--- config.mk ---
export PLATFORM = sky130hd
export DESIGN_NAME = amm_burst_master
export DESIGN_NICKNAME = d
export VERILOG_FILES = /design/src/rtl/amm_burst_master.sv
export SDC_FILE = /design/constraint.sdc
export NUM_CORES = 1
export LEC_CHECK = 0
export ABC_AREA = 1
export ABC_CLOCK_PERIOD_IN_PS = 2900
export BUFFER_PORTS_ARGS = -buffer_cell sky130_fd_sc_hd__buf_2
export CORE_MARGIN = 1.5
export CORE_UTILIZATION = 45
export DETAILED_ROUTE_END_ITERATION = 8
export GPL_ROUTABILITY_DRIVEN = 0
export PLACE_DENSITY = 0.72
export SYNTH_ARGS = -nofsm -noshare
export SYNTH_HDL_FRONTEND = slang
export SYNTH_SLANG_ARGS = --single-unit
--- constraint.sdc ---
create_clock -name clk -period 2.9 [get_ports clk]
set_input_delay 0.29 -clock clk [delete_from_list [all_inputs] [get_ports clk]]
set_output_delay 0.29 -clock clk [all_outputs]
set_load 0.03 [all_outputs]
--- src/rtl/amm_burst_master.sv ---
// amm_burst_master: Avalon-MM master running multi-word write/read commands, with
// pipelined reads capped at MAX_PENDING outstanding and a running read checksum.
module amm_burst_master #(
    parameter int ADDRESSWIDTH = 28,
    parameter int DATAWIDTH    = 32,
    parameter int MAX_BURST    = 16,
    parameter int MAX_PENDING  = 4,
    localparam int LENW        = $clog2(MAX_BURST) + 1
) (
    input  logic                      clk,
    input  logic                      reset_n,
    input  logic                      cmd_valid,
    output logic                      cmd_ready,
    input  logic                      cmd_write,
    input  logic [ADDRESSWIDTH-1:0]   cmd_addr,
    input  logic [LENW-1:0]           cmd_len,
    input  logic [DATAWIDTH-1:0]      cmd_seed,
    output logic [ADDRESSWIDTH-1:0]   avm_address,
    output logic                      avm_read,
    output logic                      avm_write,
    output logic [DATAWIDTH-1:0]      avm_writedata,
    output logic [DATAWIDTH/8-1:0]    avm_byteenable,
    input  logic                      avm_waitrequest,
    input  logic [DATAWIDTH-1:0]      avm_readdata,
    input  logic                      avm_readdatavalid,
    output logic                      busy,
    output logic                      done,
    output logic [DATAWIDTH-1:0]      last_rdata,
    output logic [DATAWIDTH-1:0]      rd_sum
);
    localparam int BYTES = DATAWIDTH / 8;
    localparam int PW    = $clog2(MAX_PENDING + 1);

    typedef enum logic [2:0] {IDLE, WR, RD, DRAIN, DONE} state_t;

    state_t                    state_q;
    logic [LENW-1:0]           rem_q, rem_d, len_c;
    logic [PW-1:0]             out_q, out_d;
    logic [ADDRESSWIDTH-1:0]   addr_q;
    logic [DATAWIDTH-1:0]      wdata_q, last_q, sum_q;
    logic                      rd_q, wr_q, busy_q, done_q, ready_q;
    logic                      xfer, rd_fire, rdv_ok, accept;

    always_comb begin
        xfer    = (rd_q || wr_q) && !avm_waitrequest;
        rd_fire = rd_q && !avm_waitrequest;
        rdv_ok  = avm_readdatavalid && (state_q == RD || state_q == DRAIN);
        out_d   = out_q + PW'(rd_fire) - PW'(rdv_ok);
        rem_d   = rem_q - LENW'(xfer);
        len_c   = (cmd_len > LENW'(MAX_BURST)) ? LENW'(MAX_BURST) : cmd_len;
        accept  = cmd_valid && ready_q;
    end

    always_ff @(posedge clk or negedge reset_n) begin
        if (!reset_n) begin
            state_q <= IDLE;
            rem_q   <= '0;
            out_q   <= '0;
            addr_q  <= '0;
            wdata_q <= '0;
            last_q  <= '0;
            sum_q   <= '0;
            rd_q    <= 1'b0;
            wr_q    <= 1'b0;
            busy_q  <= 1'b0;
            done_q  <= 1'b0;
            ready_q <= 1'b1;
        end else begin
            done_q <= 1'b0;
            out_q  <= out_d;
            rem_q  <= rem_d;
            if (rdv_ok) begin
                last_q <= avm_readdata;
                sum_q  <= sum_q + avm_readdata;
            end
            // Address/data only move on a completed transfer, so they hold under waitrequest
            if (xfer)
                addr_q <= addr_q + ADDRESSWIDTH'(BYTES);
            if (wr_q && !avm_waitrequest)
                wdata_q <= wdata_q + DATAWIDTH'(1);
            case (state_q)
                IDLE: if (accept) begin
                    ready_q <= 1'b0;
                    busy_q  <= 1'b1;
                    addr_q  <= cmd_addr;
                    wdata_q <= cmd_seed;
                    rem_q   <= len_c;
                    if (!cmd_write)
                        sum_q <= '0;
                    if (len_c == '0) begin
                        state_q <= DONE;
                        done_q  <= 1'b1;
                    end else if (cmd_write) begin
                        state_q <= WR;
                        wr_q    <= 1'b1;
                    end else begin
                        state_q <= RD;
                        rd_q    <= 1'b1;
                    end
                end
                WR: if (rem_d == '0) begin
                    wr_q    <= 1'b0;
                    state_q <= DONE;
                    done_q  <= 1'b1;
                end
                RD: begin
                    rd_q <= (rem_d != '0) && (out_d < PW'(MAX_PENDING));
                    if (rem_d == '0)
                        state_q <= DRAIN;
                end
                DRAIN: if (out_d == '0) begin
                    state_q <= DONE;
                    done_q  <= 1'b1;
                end
                DONE: begin
                    busy_q  <= 1'b0;
                    ready_q <= 1'b1;
                    state_q <= IDLE;
                end
                default: state_q <= IDLE;
            endcase
        end
    end

    assign cmd_ready      = ready_q;
    assign avm_address    = addr_q;
    assign avm_read       = rd_q;
    assign avm_write      = wr_q;
    assign avm_writedata  = wdata_q;
    assign avm_byteenable = '1;
    assign busy           = busy_q;
    assign done           = done_q;
    assign last_rdata     = last_q;
    assign rd_sum         = sum_q;
endmodule
== Yosys cells after proc, flatten, opt, wreduce, memory -nomap -nowiden ==
Cells that the tools add are included.

* Register bits: 140
* Input port bits: 103
* Output and inout port bits: 133
* Logic and storage cells: 90

* Add/subtract/negate cells: 6
* $lt $le $gt $ge: 2
* Equal/unequal tests: 11
* Mux-type cells: 38
* Reduce and logical (&&, ||, !) cells: 21

{| class="wikitable"
|+ Operator list
! kind !! number
|-
| $mux 32 || 7
|-
| $mux 28 || 3
|-
| $add 32x1->32 const B || 1
|-
| $add 32x32->32 || 1
|-
| $add 28x3->28 const B || 1
|-
| $mux 3 || 5
|-
| $mux 5 || 3
|-
| $mux 1 || 13
|-
| $pmux 3 s4 || 1
|-
| $logic_not 5->1 || 2
|-
| $ne 2x2->1 const B || 5
|-
| $pmux 1 s2 || 4
|-
| $reduce_and 4->1 || 2
|-
| $eq 3x2->1 const B || 2
|-
| $logic_and 1x1->1 || 6
|-
| $logic_not 3->1 || 2
|-
| $reduce_bool 2->1 || 3
|-
| $gt 5x5->1 const B || 1
|-
| $reduce_and 5->1 || 1
|-
| $reduce_bool 5->1 || 1
|-
| $sub 5x1->5 || 1
|-
| $ne 2x1->1 const B || 2
|-
| $add 3x1->3 || 1
|-
| $eq 3x1->1 const B || 1
|-
| other kinds (8) || 9
|}

== Longest topological paths before layout ==
* Depth in word-level cells: 7
* Depth in mapped cells: 15
* Mapped depth without buffers: 14

== Least setup slack after synthesis ==
OpenSTA, ideal clock, no wires.

* Kind: reg2reg
* From: register state_q[1]
* To: register state_q[1]
* Library setup time: 0.126 ns
* Arrival: 2.450 ns
* Required time: 2.774 ns
* Setup slack: 0.323 ns
* Cell stages (with the launch flop): 14
* Cell sequence: dfrtp_1 -> nand3_1 -> clkbuf_1 -> xor2_1 -> ha_1 -> inv_1 -> fa_1 -> xor2_1 -> xor2_1 -> nand2_1 -> nand2_1 -> nand2_1 -> nor2_1 -> o21ai_0

* Longest elaborated chain between the ends: 7
* Elaborated cells on any way between the ends: 14

{| class="wikitable"
|+ RTL lines
! element !! line !! text
|-
| from (decl) || 36 || <nowiki>state_t state_q;</nowiki>
|-
| from (signal assigned) || 56 || <nowiki>state_q <= IDLE;</nowiki>
|-
| from (signal assigned) || 91 || <nowiki>state_q <= DONE;</nowiki>
|-
| from (signal assigned) || 94 || <nowiki>state_q <= WR;</nowiki>
|-
| $eq 3x2->1 || 47, 81 ||
|-
| $logic_or 1x1->1 || 47 || <nowiki>rdv_ok = avm_readdatavalid && (state_q == RD || state_q == DRAIN);</nowiki>
|-
| $logic_and 1x1->1 || 47 ||
|-
| $sub 3x1->3 || 48 || <nowiki>out_d = out_q + PW'(rd_fire) - PW'(rdv_ok);</nowiki>
|-
| $logic_not 3->1 || 111 || <nowiki>DRAIN: if (out_d == '0) begin</nowiki>
|-
| $ne 2x1->1 (no line) || -- ||
|-
| $reduce_and 4->1 (no line) || -- ||
|}

Several ways; a longest one is shown, not always the timed one.
A chain may end at the register's enable or synchronous reset.

== Final worst setup path ==
Ends and elaborated chain as after synthesis.

==> summary.txt <==
Status -> completed
Final Hold Viols -> 0
Final Core Density -> 55.8%
P_leak -> 6.73 nW
Initial antenna violation count -> 0
DR WL/cell -> 14.0 microns
TritonCTS clock tree -> done
Layout area overhead -> 20.4%
Crit-path max FO -> 6
Fmax -> 0.428 GHz
Max Buffers Root-to-Sink -> 2
Post-layout min period -> 2.34 ns
P per Cell Area -> 1220 nW/um^2
Die area -> 22700 sq um
IO Count -> 236
Clock Skews -> 0.0154 ns
Nets@finish -> 1860
Sequential element share of the synthesized area -> 35.6%
Vias per cell -> 4.99
Layout cell share with drive strength beyond 1 -> 17.7%
Hold WC Path Type -> primary input to flop
Number of CTS-inserted buffers -> 17
Die height -> 151 microns
CTS clk-pin slew, worst paths -> 0.06 ns
Total number of vias -> 10.0k
Switching power -> 0.00765 W
Comb pwr share -> 58.1%
Mapped cell area -> 9830 sq um
# rows -> 53
Largest net degree at the start of global routing -> 64
Area contributors post-synth -> dfrtp_1 35%, nand2_1 21%, inv_1 8.6%
Actual slew at the worst max-slew pin -> 0.597 ns
CTS root buf -> clkbuf_16
# clock sinks -> 140
VDD IR-drop max -> 555 uV
Number of I/O port buffers -> 231
Post-synth top area cell -> dfrtp_1
Distinct cells, synth -> 39
Startpoint Class -> flop
GRT Util Overall -> 24.9%
Max-slew headroom -> 60.2%
Diode count -> 0
DP Wirelength -> 21500 microns
Top FF cell, synth -> dfrtp_1
Pins over their slew limit -> 0
Pre-CTS setup slack -> 0.567 ns
Fin worst setup slack -> 0.565 ns
Clock latency on the worst-skew pair -> 0.43 ns
RSZ-0062 raised after global routing -> false
Clk network pwr share -> 15.1%
Total core area -> 21200 sq um
Max Cap Viol -> 0
Flop pwr share -> 26.7%
# Post-CTS Setup Buffers -> 0
Syn Area/Cell -> 6.60 sq um
Int Pwr -> 0.00683 W
Vias in the first global route -> 9458
Critical path data arrival time -> 2.68 ns
Tcrit/Tclk final -> 80.5%
FFs w/ async S/R, synth -> 100%
GR Overflow Total -> 0
Setup TNS -> 0 ns
Worst EP required -> 3.24 ns
First-pass DRT Iterations -> 5
Drt total wl -> 28200 microns
Reg2reg path depth -> 13
Switching part of the total power -> 52.8%
Post-synth EDFFs -> 0
First-pass GRT wire length -> 44900 microns
Die width -> 151 microns
Violation count after the first detailed-route iteration -> 586
Share of the synthesized area in the top cell type -> 35.4%
Syn Inst Count -> 1490
DRC errors left -> 0
Initial Utilization -> 46.3%
H-tree Lvls -> 4
Setup-failing EPs final -> 0
Remaining antenna violation count -> 0
Ys Warns -> 0
Setup crit end kind -> flop
Synthesized flop and latch total -> 140
Worst Hold Depth -> 3
CP Class -> flop to flop
[registers in the layout, summed over array words and instances (netlist names)]
| signal | flops |
|---|---|
| avm_address | 28 |
| avm_read | 1 |
| avm_write | 1 |
| avm_writedata | 32 |
| busy | 1 |
| cmd_ready | 1 |
| done | 1 |
| last_rdata | 32 |
| out_q | 3 |
| rd_sum | 32 |
| rem_q | 5 |
| state_q | 3 |
[repair_timing]
action / 4_1_cts / 5_1_grt
endpoints found under the hold margin: 51 / 0
hold buffers: 1 / 0
resized for setup: 0 / 0
[kinds of logic after synthesis]
logic type	share of synthesized area [%]
simple gates	35.9
fa+ha+maj	4.99
buf+inv	11.0
compound gates	8.14
flops	35.6
other cells	0.0381
mux	0.204
xor+xnor	4.10
[power groups by stage]
stage               Clock (W)  Combinational (W)  Sequential, W
floorplan                   0            0.00446        0.00544
global placement            0            0.00821        0.00387
detailed placement          0            0.00835        0.00388
CTS                   0.00223            0.00842        0.00385
global route          0.00232            0.00939        0.00400
finish                0.00219            0.00842        0.00387
[path summary, 6_finish.rpt]
check	from	end	slack, ns
setup / recovery	state_q[1]	state_q[1]	0.56
hold / removal	cmd_addr[1]	avm_address[1]	0.07
setup reg to reg	state_q[1]	state_q[1]	0.56
hold reg to reg	avm_address[1]	avm_address[1]	0.47
max in group asynchronous	reset_n	cmd_ready	1.69
min in group asynchronous	reset_n	avm_writedata[28]	0.37
[cell type report]
type                            count  area [sq um]
Fill cell                        2100          9380
Multi-Input combinational cell   1085          5270
Sequential cell                   140          3500
Timing Repair Buffer              243          1280
Inverter                          232           871
Clock buffer                       17           425
Tap cell                          275           344
Clock inverter                     15           153
[cells in the final DEF (no fill, tap or decap), types with 12 or more instances in the layout]
cell / Yosys / routed
xor2_1: 36 / 36
inv_1: 226 / 225
ha_1: 36 / 36
nand3_1: 90 / 89
clkbuf_16: 0 / 17
nor3_1: 17 / 17
nor2_1: 153 / 153
dfrtp_1: 139 / 139
o21bai_1: 14 / 14
o21a_1: 14 / 14
buf_2: 16 / 230
nand4_1: 21 / 21
nand2_1: 540 / 540
o21ai_0: 33 / 33
a21oi_1: 64 / 64
or2_2: 12 / 12
[metal layers]
metal | routed length (microns) | track usage (%) | vias up | share of wire [%]
met3 | 1810 | 3.86 | 40 | 6.4
met2 | 13600 | 43.1 | 323 | 48
met4 | 426 | 7.14 | 0 | 1.5
met5 | 0 | 0 | - | 0
met1 | 12300 | 32.1 | 4557 | 44
li1 | - | - | 5085 | -
[cell usage after synthesis (all sizes together), types with 4 or more instances]
| master | count |
|---|---|
| xnor2 | 10 |
| nand3b | 8 |
| o21a | 14 |
| xor2 | 36 |
| a21oi | 64 |
| nand2 | 542 |
| nand4 | 21 |
| dfrtp | 139 |
| nand3 | 90 |
| buf | 28 |
| nor3 | 20 |
| inv | 232 |
| ha | 36 |
| nor2 | 159 |
| o211ai | 6 |
| or2 | 12 |
| clkbuf | 8 |
| o21ai | 34 |
| o22ai | 4 |
| o21bai | 14 |
[metrics by stage]
step | hold WS [ns] | instances | total power (W) | instance area, sq um
after floorplan | -0.00559 | 1493 | 0.00990 | 9850
after global placement | 0.274 | 1974 | 0.0121 | 11300
after detailed placement | 0.276 | 1974 | 0.0122 | 11300
after CTS | 0.0509 | 2007 | 0.0145 | 11800
after global routing | 0.0631 | 2007 | 0.0157 | 11800
final | 0.0657 | 2007 | 0.0145 | 11800
[worst max-delay path, cell delays in order (launching register included)]
cell and delay (ns):
dfrtp_1 0.48, nand3_2 0.14, xor2_1 0.15, ha_1 0.15, inv_1 0.05, fa_1 0.37
xor2_1 0.17, xor2_1 0.25, nand2_1 0.07, nand2_1 0.09, nand2_1 0.06, nor2_1 0.14
nand2_1 0.07, o21ai_0 0.07
Power figures use the tool's default switching activity.
